--- config.mk ---
export PLATFORM = sky130hd
export DESIGN_NAME = pwm_multibridge
export DESIGN_NICKNAME = d
export VERILOG_FILES = /design/src/rtl/pwm_multibridge.sv
export SDC_FILE = /design/constraint.sdc
export NUM_CORES = 1
export LEC_CHECK = 0
export ABC_AREA = 1
export ABC_CLOCK_PERIOD_IN_PS = 6000
export BUFFER_PORTS_ARGS = -buffer_cell sky130_fd_sc_hd__buf_2
export CORE_UTILIZATION = 42
export CTS_CLUSTER_DIAMETER = 80
export DETAILED_ROUTE_END_ITERATION = 12
export PLACE_DENSITY = 0.64
export SLEW_MARGIN = 20
export SYNTH_ARGS = -nofsm -noshare
export SYNTH_HDL_FRONTEND = slang
export SYNTH_SLANG_ARGS = --single-unit
--- constraint.sdc ---
create_clock -name clk -period 6 [get_ports clk]
set_clock_uncertainty 0.2 [all_clocks]
set_input_delay 0.3 -clock clk [delete_from_list [all_inputs] [get_ports clk]]
set_output_delay 0.3 -clock clk [all_outputs]
set_load 0.03 [all_outputs]
--- src/rtl/pwm_multibridge.sv ---
// pwm_multibridge: center-aligned complementary PWM for CH half-bridge legs
// sharing one triangle carrier. Duties pass through shadow registers that are
// committed at the carrier valley. Each leg has its own dead-time counter,
// and a fault input forces every gate low.
// Build option: define PWM_MULTIBRIDGE_FAULT_LATCH_EN to make the fault sticky
// until fault_clr. Without it, the fault follows the registered protection input.
//
// Carrier direction FSM
//   state    | meaning
//   DIR_UP   | carrier counting 0 -> HALF_PERIOD-1 (top held one extra cycle)
//   DIR_DOWN | carrier counting HALF_PERIOD-1 -> 0 (valley held one extra cycle)
module pwm_multibridge #(
    parameter int CH          = 3,
    parameter int BW          = 16,
    parameter int HALF_PERIOD = 200,
    parameter int DEADTIME    = 10
) (
    input  logic              clk,
    input  logic              rst_n,
    input  logic              en,
    input  logic              protection,
    input  logic              fault_clr,
    input  logic              duty_load,
    input  logic [CH*BW-1:0]  duty,
    output logic [CH-1:0]     pwm_a,
    output logic [CH-1:0]     pwm_b,
    output logic [BW-1:0]     carrier,
    output logic              sync,
    output logic              fault_latched
);

    localparam logic [BW-1:0] HP_LIM  = BW'(HALF_PERIOD);
    localparam logic [BW-1:0] TOP     = BW'(HALF_PERIOD - 1);
    localparam logic [BW-1:0] DT      = BW'(DEADTIME);
    localparam logic [BW-1:0] ONE     = BW'(1);

    typedef enum logic {DIR_UP = 1'b0, DIR_DOWN = 1'b1} dir_e;

    dir_e                   dir_q, dir_d;
    logic [BW-1:0]          carrier_q, carrier_d;
    logic [CH-1:0][BW-1:0]  shadow_q, shadow_d;
    logic [CH-1:0][BW-1:0]  act_q, act_d;
    logic [CH-1:0][BW-1:0]  dead_q, dead_d;
    logic [CH-1:0]          raw_q, raw_d;
    logic [CH-1:0]          a_q, a_d;
    logic [CH-1:0]          b_q, b_d;
    logic                   fault_q, fault_d;
    logic                   sync_w;

    // Valley cycle: last cycle of the period, where the shadow duty is committed.
    assign sync_w = (dir_q == DIR_DOWN) && (carrier_q == '0);

    // Carrier next state: endpoints flip direction without moving the count.
    always_comb begin
        dir_d     = dir_q;
        carrier_d = carrier_q;
        if (!en) begin
            dir_d     = DIR_UP;
            carrier_d = '0;
        end else begin
            case (dir_q)
                DIR_UP: begin
                    if (carrier_q >= TOP) dir_d = DIR_DOWN;
                    else                  carrier_d = carrier_q + ONE;
                end
                DIR_DOWN: begin
                    if (carrier_q == '0) dir_d = DIR_UP;
                    else                 carrier_d = carrier_q - ONE;
                end
                default: begin
                    dir_d     = DIR_UP;
                    carrier_d = '0;
                end
            endcase
        end
    end

    // Fault status: sticky until cleared, or a plain registered copy of protection.
    always_comb begin
`ifdef PWM_MULTIBRIDGE_FAULT_LATCH_EN
        fault_d = protection | (fault_q & ~fault_clr);
`else
        fault_d = protection;
`endif
    end

    // Per-leg shadow/active duty, compare, dead-time counter and gate decode.
    always_comb begin
        shadow_d = shadow_q;
        act_d    = act_q;
        raw_d    = raw_q;
        dead_d   = dead_q;
        a_d      = '0;
        b_d      = '0;
        for (int i = 0; i < CH; i++) begin
            if (duty_load) shadow_d[i] = duty[i*BW +: BW];
            // Active duty takes the pre-edge shadow, so a load in the sync cycle waits a period.
            if (sync_w) act_d[i] = (shadow_q[i] > HP_LIM) ? HP_LIM : shadow_q[i];
            raw_d[i] = en && (carrier_q < act_q[i]);
            // Reload whenever the target flips, the leg is disabled, or a fault holds the gates off;
            // the counter then reaches 0 exactly DEADTIME edges after the gates went low.
            if (!en || fault_d || (raw_d[i] != raw_q[i])) dead_d[i] = DT;
            else if (dead_q[i] != '0)                     dead_d[i] = dead_q[i] - ONE;
            if (en && !fault_d && (dead_q[i] == '0)) begin
                a_d[i] = raw_q[i];
                b_d[i] = ~raw_q[i];
            end
        end
    end

    // State registers.
    always_ff @(posedge clk or negedge rst_n) begin
        if (!rst_n) begin
            dir_q     <= DIR_UP;
            carrier_q <= '0;
            shadow_q  <= '0;
            act_q     <= '0;
            raw_q     <= '0;
            dead_q    <= {CH{DT}};
            a_q       <= '0;
            b_q       <= '0;
            fault_q   <= 1'b0;
        end else begin
            dir_q     <= dir_d;
            carrier_q <= carrier_d;
            shadow_q  <= shadow_d;
            act_q     <= act_d;
            raw_q     <= raw_d;
            dead_q    <= dead_d;
            a_q       <= a_d;
            b_q       <= b_d;
            fault_q   <= fault_d;
        end
    end

    assign pwm_a         = a_q;
    assign pwm_b         = b_q;
    assign carrier       = carrier_q;
    assign sync          = sync_w;
    assign fault_latched = fault_q;

endmodule

Word-level counts from Yosys, hierarchy flattened --
Cells that the tools add are included.
Cells by class: magnitude comparators 7, multiplexer cells 23, reduce and logical (&&, ||, !) cells 25, $add $sub $neg 5, bitwise logic cells 4, eq/ne operators 5
Operators by type and width (number):
- two-way mux 16 bit | 12
- zero test 16 bit | 4
- subtractor 16 x 1 -> 16 bit, second input constant | 4
- > comparator 16 x 8 -> 1 bit, second input constant | 3
- < comparator 16 bit | 3
- nonzero test 16 bit | 3
- one-hot mux 16 bit (2 select lines) | 1
- adder 16 x 1 -> 16 bit, second input constant | 1
- greater-or-equal comparator 16 x 8 -> 1 bit, second input constant | 1
- two-way mux 1 bit | 9
- logical AND 1 bit | 8
- inequality test 3 bit, second input constant | 2
- nonzero test 2 bit | 3
- logical OR 1 bit | 4
- inverter 1 bit | 4
- inequality test 1 bit | 3
- zero test 1 bit | 2
- one-hot mux 1 bit (2 select lines) | 1
- AND reduction 2 bit | 1
Storage, ports and cells: word-level logic and storage cells 84, bits of input ports 54, flip-flop bits (word level) 171

Logic depth before layout (Yosys ltp) --
depth in word-level cells 5, gate-level depth with buffers 15, gate-level depth less buffers 15

Worst setup path after synthesis --
OpenSTA, ideal clock, no wires.
kind flip-flop to flip-flop, start register dir_q, end register carrier_q[11] (netlist: carrier[11]), path slack 3834 ps, cell stages (with the launch flop) 10, path buffers 0, clock period less this slack 2166 ps, data arrival time 1848 ps, required time 5682 ps, library setup time 118 ps, cell sequence dfrtp_1 ha_1 nand3_1 nand2_1 nand4_1 nand2_1 a21oi_1 or2_2 nand3_1 nand2_1
Between the ends: cells in the longest elaborated chain, start to end 3
Ends and longest elaborated chain:
- start: declaration | RTL line 39 | dir_e dir_q, dir_d;
- start signal: assignment | RTL line 124 | dir_q <= dir_d;
- inverter 1 bit
- one-hot mux 16 bit (2 select lines) or inequality test 3 bit (tied branches)
- two-way mux 16 bit or AND reduction 2 bit (tied branches)
- end signal: assignment | RTL line 125 | carrier_q <= carrier_d;
- end: declaration | RTL line 40 | logic [BW-1:0] carrier_q, carrier_d;
Several ways; a longest one is shown, not always the timed one. A chain may end at the register's enable or synchronous reset.

Worst setup path in the final report --
start register dir_q, end output sync
Between the ends: cells in the longest elaborated chain, start to end 1
Ends and longest elaborated chain:
- logical AND 1 bit | RTL line 51 | assign sync_w = (dir_q == DIR_DOWN) && (carrier_q == '0);
- end: declaration | RTL line 28 | output logic sync,
No other way between the ends.

==> out/results.tsv <==
metric	value	unit
pin_count	78	
ys_seq_area_share	47.0	%
synth_area_leaders	dfrtp_1 (45%), ha_1 (8.5%), nand2_1 (7.8%)	
synth_top_area_share	45.3	%
grt_pass1_vias	7150	
dp_cells	1383	
avgSynthCellArea	8.72	um2
num_rows	53	
r2r_cells	8	
drive_gt1_share	15.5	%
port_buffers	76	
clkLatencyLatePin	430	ps
crit_end	sync	
final-max-slew-violation-count	0	
first_pass_iters	5	
route.final.wire_length	19200	um
worstSetupPathType	reg2out	
final_antenna_net_count	0	
cts_buffer_depth	2	
end_kind	output pin	
power_per_cell_area	344	nW/um2
cts_tree	built	
cp_cell_sequence	nand4_1 -> nor3_1 -> nand2_1 -> clkinv_1 -> buf_4 -> buf_2	
max-cap-violations	0	
initial_core_util	43.1	%
hold_viol	0	
startpoint_type	register	
instances_no_fill	1465	
crit_start	dir_q	
setup_violations	0	
dieWidth	149	um
rsz0062_at_grt	no	
synth-edff-count	0	
hold_class	in2reg	
period_needed	2990	ps
max_freq	334	MHz
die_h	149	um
die-area	22300	um2
p_leak	5.39	nW
irDropWorstVdd	0.240	mV
synth_largest_area_cell	dfrtp_1	
yosys_warnings	0	
synthesis.area	9120	um2
syn-num-nets	1163	
fillCellCount	1944	
core	21200	um2
rrSetupSlack	3430	ps
clkSlewWorstSetupHoldPaths	60	ps
synthCells	1046	
post_cts_buffers	0	
antenna_found_initial	0	
grt_pass1_wl	33800	um
r2r_end	carrier[12]	
dominantRegCellSynth	dfrtp_1	
slew_headroom	36.1	%
htreeDepth	4	
antenna_cells	0	
drc	0	
cts-root-buf	clkbuf_16	
path_max_fanout	26	
routedWlPerCell	13.1	um
cpPeakStageDelay	870	ps
ys_seq_elements	171	
cts_sinks	171	
r2r-start	dir_q	
slowest_stage	dfrtp_1	
synth.distinct_cells	49	
yosys-top-cells-count	nand2_1 (189), dfrtp_1 (165), inv_1 (146)	
yosysMostFrequentCell	nand2_1	
required	5500	ps
status	finished clean	
num_vias	7095	
cts_inserted_buffers	17	
setup_tns	0	ps
via_per_inst	4.84	
syn_to_final_growth	19.2	%
grtUsageTotal	19.0	%
cp.arrival	2490	ps
min_period_over_period	49.9	%
nets	1294	
grt_max_degree	110	
gp_congestion	0.792	
worst_pin_slew	955	ps
dp_hpwl	12900	um
drt_iter0_markers	299	
ys_async_sr_fraction	100	%
overflow	0	
hold_depth	3	
[routing by layer]
layer  part of all wire [%]  wire length [um]  track usage [%]  up-vias
met5                      0                 0                0        -
li1                       -                 -                -     3665
met2                     48              9180             31.9      119
met4                    1.1               221             5.61        0
met3                    3.7               706             4.19       22
met1                     47              9120             24.5     3289
[cells in the final DEF (no fill, tap or decap), types with 5 or more instances in the layout]
cell type / count
dfstp_2: 6
inv_1: 146
xnor2_1: 8
nand4_1: 17
dfrtp_1: 165
or2_2: 6
a21oi_2: 5
a21oi_1: 35
nor4_1: 9
o22ai_1: 18
inv_2: 7
clkinv_4: 5
nand2_1: 189
nor2_2: 5
clkbuf_16: 17
mux2_2: 24
nor3_1: 21
xor2_1: 28
o21ai_0: 46
nand2_2: 10
ha_1: 62
buf_2: 75
nor2_1: 133
nand3_1: 38
a22oi_1: 6
dlygate4sd3_1: 50
[power breakdown]
group / internal, mW / switching, mW
logic: 0.456 / 0.758
registers: 1.28 / 0.144
clock network: 0.626 / 0.484
[flip-flops by register name, indices dropped and copies added, names as in the netlist]
signal / count
carrier: 16
shadow_q: 48
raw_q: 3
fault_latched: 1
act_q: 48
pwm_b: 3
dir_q: 1
pwm_a: 3
dead_q: 48
[per-stage QoR]
stage / power [mW] / cell area [um2] / utilization [%] / hold slack [ps] / setup WS, ps
3_3_place_gp: 2.59 / 9770 / 46.2 / 234 / 3490
4_1_cts: 3.78 / 10900 / 51.4 / 60.1 / 2980
5_1_grt: 4.03 / 10900 / 51.4 / 73.4 / 2800
6_report: 3.74 / 10900 / 51.4 / 75.4 / 3010
3_5_place_dp: 2.62 / 9770 / 46.2 / 244 / 3460
2_1_floorplan: 2.30 / 9120 / - / -196 / 3830
[how the worst min path moves through the flow]
stage	start	to	slack (ps)
final	en	carrier[4]	80
after global routing	en	carrier[9]	70
after CTS	en	carrier[9]	60
after detailed placement	protection	fault_latched	240
after global placement	protection	fault_latched	230
after floorplan	rst_n	act_q[0]	-200
[final cells by class]
type                            instances  area, um2  area share, %
Clock buffer                           19        433           3.98
Clock inverter                         13        160           1.47
Inverter                              154        578           5.32
Multi-Input combinational cell        704       4150           38.2
Sequential cell                       171       4290           39.4
Tap cell                              275        344           3.17
Timing Repair Buffer                  129        912           8.39
[worst max-delay path: cells and delay by family (launching register included)]
family	cells	cell delay, ps
buf+inv	3	640
simple gates	3	550
flops	1	870
[logic make-up after synthesis]
family | count (synthesis) | synth area share (%)
flops | 171 | 47.0
compound gates | 134 | 8.56
mux | 24 | 2.96
xor+xnor | 36 | 3.46
fa+ha+maj | 63 | 8.73
simple gates | 447 | 21.8
buf+inv | 171 | 7.45
[repair_timing]
action,4_1_cts,5_1_grt
endpoints found under the setup margin,0,0
resized for setup,0,0
endpoints found under the hold margin,151,0
hold buffers,50,0
No activity file was read; power rests on OpenSTA's default activity.
